==> src/rtl/exp4_unidade_controle_if.sv <==
// Control/status bundle between the Exp4 control unit and its surroundings.
interface exp4_unidade_controle_if;
  logic       iniciar;
  logic       jogada;
  logic       chavesIgualMemoria;
  logic       fimC;
  logic       zeraC;
  logic       contaC;
  logic       zeraR;
  logic       registraR;
  logic       pronto;
  logic       acertou;
  logic       errou;
  logic       timeout;
  logic [3:0] db_estado;

  modport master (
    output iniciar, jogada, chavesIgualMemoria, fimC,
    input  zeraC, contaC, zeraR, registraR, pronto, acertou, errou, timeout, db_estado
  );

  modport slave (
    input  iniciar, jogada, chavesIgualMemoria, fimC,
    output zeraC, contaC, zeraR, registraR, pronto, acertou, errou, timeout, db_estado
  );
endinterface

==> src/rtl/exp4_unidade_controle.sv <==
// Moore FSM sequencing one Exp4 play round over the datapath.
// Optional ESPERA timeout enabled by defining TIMEOUT_EN.
module exp4_unidade_controle #(
  parameter int TIMEOUT_CYCLES = 5000
) (
  input logic                     clock,
  input logic                     reset,
  exp4_unidade_controle_if.slave  ctl
);

  typedef enum logic [3:0] {
    INICIAL    = 4'h0,
    PREPARA    = 4'h1,
    ESPERA     = 4'h2,
    REGISTRA   = 4'h4,
    COMPARA    = 4'h5,
    PROXIMO    = 4'h6,
    FIM_ACERTO = 4'hA,
    FIM_TOUT   = 4'hD,
    FIM_ERRO   = 4'hE
  } state_e;

  localparam int TW = (TIMEOUT_CYCLES > 1) ? $clog2(TIMEOUT_CYCLES) : 1;

  state_e state_q, state_d;
  logic   jogada_q;
  logic   jpulse;
  logic   tout_hit;

  assign jpulse = ctl.jogada & ~jogada_q;

  always_ff @(posedge clock) begin
    if (reset) begin
      state_q  <= INICIAL;
      jogada_q <= 1'b0;
    end else begin
      state_q  <= state_d;
      jogada_q <= ctl.jogada;
    end
  end

`ifdef TIMEOUT_EN
  logic [TW-1:0] timer_q, timer_d;

  // Counts consecutive ESPERA cycles; any other state restarts the window.
  assign timer_d  = (state_q == ESPERA) ? timer_q + TW'(1) : '0;
  assign tout_hit = (timer_q == TW'(TIMEOUT_CYCLES - 1));

  always_ff @(posedge clock) begin
    if (reset) timer_q <= '0;
    else       timer_q <= timer_d;
  end
`else
  logic [TW-1:0] unused_timer;
  assign unused_timer = '0;
  assign tout_hit     = 1'b0;
`endif

  always_comb begin
    state_d = state_q;
    case (state_q)
      INICIAL:    if (ctl.iniciar) state_d = PREPARA;
      PREPARA:    state_d = ESPERA;
      ESPERA:     if (jpulse)        state_d = REGISTRA;
                  else if (tout_hit) state_d = FIM_TOUT;
      REGISTRA:   state_d = COMPARA;
      // Mismatch outranks terminal count.
      COMPARA:    if (!ctl.chavesIgualMemoria) state_d = FIM_ERRO;
                  else if (ctl.fimC)           state_d = FIM_ACERTO;
                  else                         state_d = PROXIMO;
      PROXIMO:    state_d = ESPERA;
      FIM_ACERTO,
      FIM_ERRO,
      FIM_TOUT:   if (ctl.iniciar) state_d = PREPARA;
      default:    state_d = INICIAL;
    endcase
  end

  always_comb begin
    ctl.zeraC     = 1'b0;
    ctl.contaC    = 1'b0;
    ctl.zeraR     = 1'b0;
    ctl.registraR = 1'b0;
    ctl.pronto    = 1'b0;
    ctl.acertou   = 1'b0;
    ctl.errou     = 1'b0;
    ctl.timeout   = 1'b0;
    ctl.db_estado = state_q;
    case (state_q)
      PREPARA:    begin ctl.zeraC = 1'b1; ctl.zeraR = 1'b1; end
      REGISTRA:   ctl.registraR = 1'b1;
      PROXIMO:    ctl.contaC = 1'b1;
      FIM_ACERTO: begin ctl.pronto = 1'b1; ctl.acertou = 1'b1; end
      FIM_ERRO:   begin ctl.pronto = 1'b1; ctl.errou = 1'b1; end
`ifdef TIMEOUT_EN
      FIM_TOUT:   begin ctl.pronto = 1'b1; ctl.timeout = 1'b1; end
`endif
      default:    ;
    endcase
  end

endmodule

==> src/flat_wrapper.sv <==
// flat-port wrapper written by rule: the top's interface ports become plain ports
module exp4_unidade_controle_flat 
#(
  parameter int TIMEOUT_CYCLES = 5000
)
  (clock, reset, ctl_iniciar, ctl_jogada, ctl_chavesIgualMemoria, ctl_fimC, ctl_zeraC, ctl_contaC, ctl_zeraR, ctl_registraR, ctl_pronto, ctl_acertou, ctl_errou, ctl_timeout, ctl_db_estado);
  exp4_unidade_controle_if ctl_i ();
  input logic clock;
  input logic reset;
  input wire logic [$bits(ctl_i.iniciar)-1:0] ctl_iniciar;
  input wire logic [$bits(ctl_i.jogada)-1:0] ctl_jogada;
  input wire logic [$bits(ctl_i.chavesIgualMemoria)-1:0] ctl_chavesIgualMemoria;
  input wire logic [$bits(ctl_i.fimC)-1:0] ctl_fimC;
  output wire logic [$bits(ctl_i.zeraC)-1:0] ctl_zeraC;
  output wire logic [$bits(ctl_i.contaC)-1:0] ctl_contaC;
  output wire logic [$bits(ctl_i.zeraR)-1:0] ctl_zeraR;
  output wire logic [$bits(ctl_i.registraR)-1:0] ctl_registraR;
  output wire logic [$bits(ctl_i.pronto)-1:0] ctl_pronto;
  output wire logic [$bits(ctl_i.acertou)-1:0] ctl_acertou;
  output wire logic [$bits(ctl_i.errou)-1:0] ctl_errou;
  output wire logic [$bits(ctl_i.timeout)-1:0] ctl_timeout;
  output wire logic [$bits(ctl_i.db_estado)-1:0] ctl_db_estado;
  assign ctl_i.iniciar = ctl_iniciar;
  assign ctl_i.jogada = ctl_jogada;
  assign ctl_i.chavesIgualMemoria = ctl_chavesIgualMemoria;
  assign ctl_i.fimC = ctl_fimC;
  assign ctl_zeraC = ctl_i.zeraC;
  assign ctl_contaC = ctl_i.contaC;
  assign ctl_zeraR = ctl_i.zeraR;
  assign ctl_registraR = ctl_i.registraR;
  assign ctl_pronto = ctl_i.pronto;
  assign ctl_acertou = ctl_i.acertou;
  assign ctl_errou = ctl_i.errou;
  assign ctl_timeout = ctl_i.timeout;
  assign ctl_db_estado = ctl_i.db_estado;
  exp4_unidade_controle #(.TIMEOUT_CYCLES(TIMEOUT_CYCLES)) u_core (.clock(clock), .reset(reset), .ctl(ctl_i));
endmodule
==> config.mk <==
export PLATFORM = sky130hd
export DESIGN_NAME = exp4_unidade_controle_flat
export DESIGN_NICKNAME = d
export VERILOG_FILES = /design/src/rtl/exp4_unidade_controle_if.sv /design/src/rtl/exp4_unidade_controle.sv /design/src/flat_wrapper.sv
export SDC_FILE = /design/constraint.sdc
export NUM_CORES = 1
export LEC_CHECK = 0
export ABC_AREA = 0
export BUFFER_PORTS_ARGS = -buffer_cell sky130_fd_sc_hd__buf_4
export CORE_AREA = 2 2 39 41
export CTS_BUF_LIST = sky130_fd_sc_hd__clkbuf_16
export DETAILED_ROUTE_END_ITERATION = 7
export DIE_AREA = 0 0 41 43
export PLACE_DENSITY = 0.57
export SYNTH_ARGS = -nofsm -noshare
export SYNTH_HDL_FRONTEND = slang
export SYNTH_SLANG_ARGS = --single-unit
==> constraint.sdc <==
create_clock -name clock -period 2.14 [get_ports clock]
set_clock_uncertainty 0.15 [all_clocks]
set_input_delay 0.107 -clock clock [delete_from_list [all_inputs] [get_ports clock]]
set_output_delay 0.107 -clock clock [all_outputs]
set_load 0.01 [all_outputs]
# [Word level (Yosys, flattened, before mapping)]
# Index checks and enable logic that the tools add are counted.
# W data, S select, Z words.
[word_totals] ff_bits=5 inputBits=6 output_inout_bits=12 wordCells=30
[op_classes] n_eq_ne=10 n_mux=11 bitwise=2 n_reduce_logical=5
[op_table] op="$pmux W4 S5" n=1
[op_table] op="$mux W4" n=4
[op_table] op="$eq A4 B3 Y1 const B" n=3
[op_table] op="$eq A4 B4 Y1 const B" n=3
[op_table] op="$mux W1" n=6
[op_table] op="$eq A4 B1 Y1 const B" n=1
[op_table] op="$eq A4 B2 Y1 const B" n=1
[op_table] op="$logic_not A4 Y1" n=1
[op_table] op="$ne A2 B1 Y1 const B" n=2
[op_table] op="$reduce_or A2 Y1" n=2
[op_table] op="$reduce_or A4 Y1" n=1
[op_table] op="$reduce_and A2 Y1" n=1
[op_table] op="$and A1 B1 Y1" n=1
[op_table] op="$not A1 Y1" n=1

# [Depth between registers and ports, before layout]
# Gate-level depths: netlist of run 1.
[depth] depth_word=4 mapped_depth=5 mapped_depth_nobuf=4

# [Least setup slack after synthesis of run 1]
# Ideal clock, no wire load.
[synth_path] kind="flip-flop to flip-flop" start="register u_core.state_q[1] (netlist: u_core.ctl.db_estado[1])" end="register u_core.state_q[1] (netlist: u_core.ctl.db_estado[1])" setup_time_ns=0.117 arrival_ns=1.362 required_ns=1.873 slack_ns=0.511 stages_incl_launch_ff=6 period_less_slack_ns=1.629 path_cell_list="dfxtp_1 > buf_6 > and3b_2 > o21ai_2 > o311ai_4 > a32o_1"
[synth_via] elab_chain_len=4 elab_cells_between_ends=15 classes_between="10 x eq/ne; 1 x mux; 4 x reduce/logical"
[synth_lines] item="start: declaration" line_no="exp4_unidade_controle.sv:25" source="state_e state_q, state_d;"
[synth_lines] item="start signal: assignment" line_no="exp4_unidade_controle.sv:37" source="state_q <= state_d;"
[synth_lines] item="$eq A4 B4 Y1 / $logic_not A4 Y1 (equally long branches)" line_no="exp4_unidade_controle.sv:61" source="case (state_q)"
[synth_lines] item="$reduce_or A4 Y1 (no source line)"
[synth_lines] item="$ne A2 B1 Y1 (no source line)"
[synth_lines] item="$reduce_and A2 Y1 (no source line)"
# Several ways; a longest one is shown, not always the timed one.
# A chain may end at the register's enable or synchronous reset.

# [Worst setup path in the final report of run 1]
# Ends and elaborated chain as after synthesis.

==> results of run 1 <==
-- layer usage --
layer / GRT usage [%] / vias up
met5: 0 / -
met4: 8.000 / 0
met3: 7.853 / 4
met2: 15.63 / 11
met1: 15.16 / 176
li1: - / 202
-- sequential cells by signal (all words and copies together) (netlist names) --
signal / flops
u_core.ctl.db_estado: 4
u_core.jogada_q: 1
-- Yosys cell counts (2+ instances only) --
cell type	number
o21ai_0	3
nor2b_1	5
buf_4	2
inv_1	3
nand2_1	4
nor3_1	2
and3_1	2
nor2_1	4
nand2b_1	2
buf_6	2
dfxtp_1	5
-- layout by cell type, fill, tap and decap left out, drive strengths merged --
cell	instances
nand3	1
buf	16
or3	1
dlygate4sd3	2
clkbuf	3
or2b	1
nand2	4
and3b	1
conb	1
o21ai	4
o311ai	1
and3	2
nand2b	3
a21oi	1
nor2b	5
inv	4
a32o	1
o22ai	1
or4	2
nor3	2
a221oi	1
mux2i	1
dfxtp	5
nor2	4
-- worst max-delay path by stage --
stage	startpoint	end	slack [ns]
floorplan	u_core.ctl.db_estado[1]$_SDFFE_PP0P_	u_core.ctl.db_estado[1]$_SDFFE_PP0P_	0.51
CTS	u_core.ctl.db_estado[1]$_SDFFE_PP0P_	u_core.ctl.db_estado[1]$_SDFFE_PP0P_	0.44
global placement	u_core.ctl.db_estado[1]$_SDFFE_PP0P_	u_core.ctl.db_estado[1]$_SDFFE_PP0P_	0.45
detailed placement	u_core.ctl.db_estado[1]$_SDFFE_PP0P_	u_core.ctl.db_estado[1]$_SDFFE_PP0P_	0.45
finish	u_core.ctl.db_estado[1]$_SDFFE_PP0P_	u_core.ctl.db_estado[1]$_SDFFE_PP0P_	0.43
global route	u_core.ctl.db_estado[1]$_SDFFE_PP0P_	u_core.ctl.db_estado[1]$_SDFFE_PP0P_	0.35
-- power by group --
group	total, mW	internal (mW)	switching [mW]	leakage (nW)
clock network	0.303	0.242	0.0608	0.0423
logic	0.295	0.169	0.125	0.184
registers	0.187	0.118	0.0690	0.0411
-- worst max-delay path, delay by kind of cell, from the launching register on --
family,cells,cell delay (ns)
simple gates,1,0.26
compound gates,3,0.63
flops,1,0.55
-- cell families (layout without fill, tap and decap cells) --
family,after synthesis,after routing,synth area share [%]
compound gates,9,9,19.34
flops,5,5,24.17
mux,1,1,2.417
buf+inv,9,25,13.89
other cells,1,1,0.9055
simple gates,26,26,39.27
-- final cells by class --
class                   count  area [sq um]
multi-input cells          37         256.5
clock buffers               3         75.07
fillers                   142         777.0
well taps                  16         20.02
clock inverters             1         3.754
repair buffers             18         140.1
flip-flops and latches      5         100.1
inverters                   3         11.26
==> flow_metrics.tcl, run 1 <==
set metrics [dict create \
    met1_length_microns 401 \
    rows 14 \
    viasPerCell 4.735 \
    ys_warn_count 0 \
    grt_use_total_pct 12.46 \
    endpoint_kind "flip-flop" \
    antenna_found_initial 0 \
    hold_start "ctl_iniciar" \
    synth_cells 51 \
    rsz0062_at_grt "false" \
    required_ns 2.10 \
    startpoint_type "flip-flop" \
    syn_area_per_cell_sq_um 8.121 \
    grt_pass1_wl_mm 1.400 \
    r2r_slack_ns 0.43 \
    gp_congestion 0.7490 \
    timing.hold.ws_ns 0.07983 \
    power_density_nw_per_um2 1292 \
    grt_overflow_total 0 \
    top_layer "met4" \
    post-cts-setup-buffers 0 \
    hold_path_end "u_core.ctl.db_estado[3]$_SDFFE_PP0P_" \
    insertion_delay_ns 0.23 \
    cp_cell_sequence "and3b_2 > o21ai_2 > o311ai_4 > a32o_1" \
    ir_drop_mv 0.5407 \
    ys_async_sr_fraction_pct 0 \
    slowest_stage "dfxtp_1" \
    worst_slack_ns 0.4325 \
    core_sq_um 1384 \
    status "completed" \
    synth_edf_count 0 \
    tns_ns 0 \
    grt_pass1_vias 341 \
    synth_area_leaders "dfxtp_1 24%, nor2b_1 7.6%, o311ai_4 6.3%" \
    die-area_sq_um 1763 \
    first_pass_iters 3 \
    reg2regPathDepth 4 \
    place_inst 77 \
    max_stage_delay_ns 0.55 \
    routed_wl_microns 888 \
    routedWlPerCell_microns 10.70 \
    place_ws_ns 0.4517 \
    drc 0 \
    areaGrowthSynthToFinish_pct 46.53 \
    start_util_pct 29.93 \
    final_hold_viol_count 0 \
    report.final.setup_viol 0 \
    final_util_pct 43.85 \
    hold_path_class "in2reg" \
    ys_ff_latch 5 \
    die_w_microns 41 \
    yosys.area.top_type "dfxtp_1" \
    min_path_cells 4 \
    drt_iter0_drc 10 \
    clockBufferDepth 2 \
    ys_seq_area_share_pct 24.17 \
    final_cells 83 \
    fin_crit_ns 1.708 \
    finalMaxSlewViolations 0 \
    fmax_mhz 585.6 \
    final_nets 74 \
    grt_max_degree 15 \
    met2_wirelength_microns 379 \
    syn_area_sq_um 414.1 \
    cts_buffers 3 \
    syn-num-nets 57 \
    cts_hold_buf 2 \
    path_max_fanout 12 \
    postCtsResizedCells 0 \
    ctsRootBufferMaster "clkbuf_16" \
    r2r-end "u_core.ctl.db_estado[1]$_SDFFE_PP0P_" \
    ant_nets 0 \
    final_cell_area_sq_um 606.8 \
    yosys.area.top_type_share_pct 24.17 \
    htree_levels 1 \
    p_leak_nw 0.2672 \
    antenna_cells 0 \
    arrival_ns 1.67 \
    die_h_microns 43 \
    total_power_mw 0.7842 \
    drive_gt1_share_pct 37.31 \
    timing.rr.start "u_core.ctl.db_estado[1]$_SDFFE_PP0P_" \
    max_cap_viol_count 0 \
    vias 393 \
    clock-sinks 5 \
    hpwl_microns 646.6 \
    synth.distinct_cells 28 \
    finalCritPeriodShare_pct 79.79 \
    placed_cell_area_sq_um 508.0 \
    ys_dominant_reg_cell "dfxtp_1" \
    path_clk_slew_ns 0.03 \
    cts_tree "yes" \
    numPortBuffers 16 \
    pin_count 18 \
    path_class "reg2reg" \
    wl_met3_microns 83 \
]
(Power assumes the default switching activity.)
==> run 2: changes to the inputs <==
PLACE_DENSITY = 0.59   (was 0.57)
clock period = 1.5 ns   (was 2.14 ns; I/O delays follow)
==> run 2 against run 1 <==
The run now ends with negative setup slack left. Worst hold slack worse by 0.024 ns. Flip-flop and latch count stayed put. Die area stayed put. Critical path type unchanged. Largest cell class unchanged.
==> flow_metrics.tcl, run 2 (synthesis results as in run 1) <==
set metrics [dict create \
    die_w_microns 41 \
    critPathBufInv 0 \
    finalMaxSlewViolations 0 \
    max_cap_viol_count 0 \
    total_power_mw 1.217 \
    p_leak_nw 0.3019 \
    slowest_stage "or4_4" \
    drive_gt1_share_pct 46.58 \
    cts_tree "yes" \
    cp_cell_sequence "nand2b_4 > or4_4 > a221oi_1" \
    grt_pass1_vias 388 \
    path_clk_slew_ns 0.04 \
    r2r-end "u_core.ctl.db_estado[0]$_SDFFE_PP0P_" \
    clock-sinks 5 \
    final_hold_viol_count 0 \
    violations "negative setup slack" \
    insertion_delay_ns 0.23 \
    start_util_pct 29.93 \
    finalCritPeriodShare_pct 100.3 \
    ant_nets 0 \
    drt_iter0_drc 8 \
    final_cells 89 \
    areaGrowthSynthToFinish_pct 60.73 \
    htree_levels 1 \
    gp_congestion 0.7688 \
    hold_path_end "u_core.ctl.db_estado[3]$_SDFFE_PP0P_" \
    min_path_cells 4 \
    status "finished with violations" \
    startpoint_type "flip-flop" \
    endpoint_kind "flip-flop" \
    report.final.setup_viol 2 \
    grt_overflow_total 0 \
    viasPerCell 4.910 \
    routed_wl_mm 1.067 \
    pin_count 18 \
    antenna_found_initial 0 \
    hpwl_microns 746.6 \
    rows 14 \
    die_h_microns 43 \
    worst_slack_ns -0.004007 \
    ctsRootBufferMaster "clkbuf_16" \
    largest_reg_flops 4 \
    fill_cells 136 \
    critPathTopFamily "simple AND/OR/NAND/NOR gates" \
    arrival_ns 1.47 \
    power_density_nw_per_um2 1828 \
    ir_drop_mv 0.5144 \
    path_max_fanout 7 \
    final_common_cell "buf_4" \
    vias 437 \
    path_class "reg2reg" \
    required_ns 1.47 \
    drc 0 \
    numPortBuffers 16 \
    max_stage_delay_ns 0.44 \
    hold_start "ctl_iniciar" \
    post-cts-setup-buffers 0 \
    place_inst 83 \
    clockBufferDepth 2 \
    first_pass_iters 4 \
    fmax_mhz 664.9 \
    timing.rr.start "u_core.ctl.db_estado[2]$_SDFFE_PP0P_" \
    rsz0062_at_grt "true" \
    antenna_cells 0 \
    most-common-layout-cells "22 x buf_4, 5 x nor2b_1, 4 x nand2_1, 4 x nor2_1, 4 x inv_1" \
    fin_crit_ns 1.504 \
    grt_use_total_pct 14.67 \
    final_nets 80 \
    place_ws_ns 0.005724 \
    core_sq_um 1384 \
    r2r_slack_ns -0.004 \
    cts_buffers 3 \
    grt_pass1_wl_mm 1.676 \
    routedWlPerCell_microns 11.99 \
    hold_path_class "in2reg" \
    die-area_sq_um 1763 \
    reg2regPathDepth 3 \
    grt_max_degree 11 \
]
run 2: area by class of cell:
| class | instances | area, sq um | area share, % |
|---|---|---|---|
| Inverter | 3 | 11.26 | 1.692 |
| Clock buffer | 3 | 75.07 | 11.28 |
| Tap cell | 16 | 20.02 | 3.008 |
| Timing Repair Buffer | 24 | 185.2 | 27.82 |
| Sequential cell | 5 | 106.4 | 15.98 |
| Multi-Input combinational cell | 37 | 264.0 | 39.66 |
| Clock inverter | 1 | 3.754 | 0.5639 |
run 2: report_power, final:
part / internal (mW) / leakage, nW / switching [mW]
Combinational: 0.292 / 0.217 / 0.229
Sequential: 0.179 / 0.0425 / 0.0735
Clock: 0.346 / 0.0423 / 0.0974
run 2: what timing repair did:
item,CTS,global route
hold buffers,2,0
setup endpoints to repair,1,3
resized for setup,0,2
hold endpoints to repair,3,0
run 2: routing by layer:
metal | up-vias | GRT usage (%) | part of all wire (%)
met5 | - | 0 | 0
met4 | 0 | 12.00 | 2.0
met3 | 2 | 5.236 | 5.3
met2 | 13 | 19.06 | 49
met1 | 205 | 18.39 | 43
li1 | 217 | - | -
run 2: how the worst max path moves through the flow:
stage | start | to | slack [ns] | depth (start not counted)
floorplan | u_core.ctl.db_estado[1]$_SDFFE_PP0P_ | u_core.ctl.db_estado[2]$_SDFFE_PP0P_ | -0.03 | 4
global placement | u_core.ctl.db_estado[1]$_SDFFE_PP0P_ | u_core.ctl.db_estado[1]$_SDFFE_PP0P_ | 0.02 | 4
detailed placement | u_core.ctl.db_estado[2]$_SDFFE_PP0P_ | u_core.ctl.db_estado[0]$_SDFFE_PP0P_ | 0.006 | 3
CTS | u_core.ctl.db_estado[2]$_SDFFE_PP0P_ | u_core.ctl.db_estado[0]$_SDFFE_PP0P_ | -0.003 | 3
global route | u_core.ctl.db_estado[1]$_SDFFE_PP0P_ | u_core.ctl.db_estado[2]$_SDFFE_PP0P_ | -0.06 | 3
finish | u_core.ctl.db_estado[2]$_SDFFE_PP0P_ | u_core.ctl.db_estado[0]$_SDFFE_PP0P_ | -0.004 | 3
run 2: through the flow:
stage	setup TNS [ns]	hold WS (ns)	utilization, %	cell area (sq um)
3_3_place_gp	0	0.1284	40.24	556.8
4_1_cts	-0.003008	0.04185	47.38	655.6
2_1_floorplan	-0.07169	-0.005934	-	430.4
3_5_place_dp	0	0.1311	40.24	556.8
6_report	-0.005263	0.05545	48.10	665.6
5_1_grt	-0.05947	0.07076	48.10	665.6
run 2: worst reg2reg max path: stages (launching register included):
cell and delay [ns]:
dfxtp_2 0.34, nand2b_4 0.15, or4_4 0.44, a221oi_1 0.31
==> run 3: changes to the inputs <==
PLACE_DENSITY = 0.57   (was 0.59)
clock period = 1.6 ns   (was 1.5 ns; I/O delays follow)
==> run 3 against run 2 <==
The flow now finishes without violations. Combinational power shrank 11%. Sequential power shrank 6%. Power shrank 9.6%. Critical path type unchanged. Critical endpoint is now u_core.ctl.db_estado[2]$_SDFFE_PP0P_. Largest cell class unchanged.
==> flow_metrics.tcl, run 3 (synthesis results as in run 1) <==
set metrics [dict create \
    final_nets 78 \
    drive_gt1_share_pct 43.66 \
    hold_start "ctl_iniciar" \
    tns_ns 0 \
    most-common-layout-cells "20 x buf_4, 5 x nor2b_1, 4 x nand2_1, 4 x nor2_1, 4 x inv_1" \
    core_sq_um 1384 \
    final_cells 87 \
    first_pass_iters 4 \
    hold_path_end "u_core.ctl.db_estado[3]$_SDFFE_PP0P_" \
    ir_drop_mv 0.8854 \
    ctsRootBufferMaster "clkbuf_16" \
    htree_levels 1 \
    largest_reg_flops 4 \
    max_cap_viol_count 0 \
    post-cts-setup-buffers 0 \
    antenna_found_initial 0 \
    die-area_sq_um 1763 \
    grt_pass1_vias 372 \
    fill_cells 136 \
    slowest_stage "or4_4" \
    areaGrowthSynthToFinish_pct 54.99 \
    power_density_nw_per_um2 1714 \
    critPathBufInv 0 \
    r2r_slack_ns 0.05 \
    grt_use_total_pct 12.35 \
    worst_slack_ns 0.05468 \
    fmax_mhz 647.1 \
    clockBufferDepth 2 \
    grt_pass1_wl_mm 1.518 \
    drc 0 \
    routedWlPerCell_microns 10.91 \
    place_inst 81 \
    min_path_cells 4 \
    final_hold_viol_count 0 \
    routed_wl_microns 949 \
    reg2regPathDepth 4 \
    critPathLaunch "u_core.ctl.db_estado[2]$_SDFFE_PP0P_" \
    clock-sinks 5 \
    endpoint_kind "flip-flop" \
    status "completed" \
    cts_tree "yes" \
    critPathTopFamily "simple AND/OR/NAND/NOR gates" \
    start_util_pct 29.93 \
    die_w_microns 41 \
    insertion_delay_ns 0.22 \
    grt_overflow_total 0 \
    hold_path_class "in2reg" \
    pin_count 18 \
    place_ws_ns 0.03792 \
    p_leak_nw 0.2895 \
    vias 417 \
    path_max_fanout 6 \
    final_common_cell "buf_4" \
    hpwl_microns 756.2 \
    r2r-end "u_core.ctl.db_estado[2]$_SDFFE_PP0P_" \
    timing.rr.start "u_core.ctl.db_estado[2]$_SDFFE_PP0P_" \
    max_stage_delay_ns 0.50 \
    fin_crit_ns 1.545 \
    startpoint_type "flip-flop" \
    path_clk_slew_ns 0.03 \
    rows 14 \
    die_h_microns 43 \
    finalCritPeriodShare_pct 96.58 \
    path_class "reg2reg" \
    drt_iter0_drc 14 \
    report.final.setup_viol 0 \
    viasPerCell 4.793 \
    required_ns 1.60 \
    ant_nets 0 \
    gp_congestion 0.7891 \
    cts_buffers 3 \
    arrival_ns 1.55 \
    total_power_mw 1.100 \
    grt_max_degree 13 \
    rsz0062_at_grt "false" \
    antenna_cells 0 \
    cp_cell_sequence "nand2b_4 > or4_4 > o311ai_4 > mux2i_1" \
    finalMaxSlewViolations 0 \
    numPortBuffers 16 \
]
==> run 3: changes by cell type in the layout (fill, tap and decap cells not counted), sizes merged <==
| cell | delta |
|---|---|
| buf | -2 |
==> run 3: how the worst max path moves through the flow <==
stage | endpoint | cells past startpoint
final | u_core.ctl.db_estado[2]$_SDFFE_PP0P_ | 4
after global routing | u_core.ctl.db_estado[2]$_SDFFE_PP0P_ | 4
after CTS | u_core.ctl.db_estado[1]$_SDFFE_PP0P_ | 4
after detailed placement | u_core.ctl.db_estado[1]$_SDFFE_PP0P_ | 4
after global placement | u_core.ctl.db_estado[1]$_SDFFE_PP0P_ | 4
after floorplan | u_core.ctl.db_estado[2]$_SDFFE_PP0P_ | 5
==> run 3: area by class of cell <==
class	count	area [sq um]	area share (%)
Clock buffer	3	75.07	11.70
Tap cell	16	20.02	3.119
Multi-Input combinational cell	37	256.5	39.96
Timing Repair Buffer	22	170.2	26.51
Clock inverter	1	3.754	0.5848
Inverter	3	11.26	1.754
Sequential cell	5	105.1	16.37
==> run 3: timing repair <==
| item | 4_1_cts | 5_1_grt |
|---|---|---|
| endpoints found under the hold margin | 3 | 0 |
| endpoints found under the setup margin | 0 | 4 |
| hold buffers | 2 | 0 |
| gates resized for setup | 0 | 2 |
==> run 3: layer usage <==
metal	vias to the layer above	track usage (%)	part of all wire, %
li1	215	-	-
met1	188	17.68	47
met2	14	16.56	45
met3	0	4.712	7.4
met4	0	4.000	0
met5	-	0	0
==> run 3: per-stage QoR <==
stage	area (sq um)	hold WS (ns)	util [%]
floorplan	415.4	-0.0009342	-
global placement	539.3	0.1390	38.97
detailed placement	539.3	0.1387	38.97
CTS	638.1	0.05872	46.11
global route	641.9	0.07466	46.38
finish	641.9	0.06318	46.38
==> run 3: power breakdown <==
group / total (mW) / switching, mW / internal (mW)
Combinational: 0.463 / 0.202 / 0.260
Sequential: 0.237 / 0.0705 / 0.166
Clock: 0.401 / 0.0776 / 0.323
Total: 1.10 / 0.351 / 0.750
==> run 3: tightest hold or removal path: stages <==
cell and delay [ns]:
buf_4 0.10, nor2b_1 0.05, o21ai_2 0.08, a21oi_1 0.07
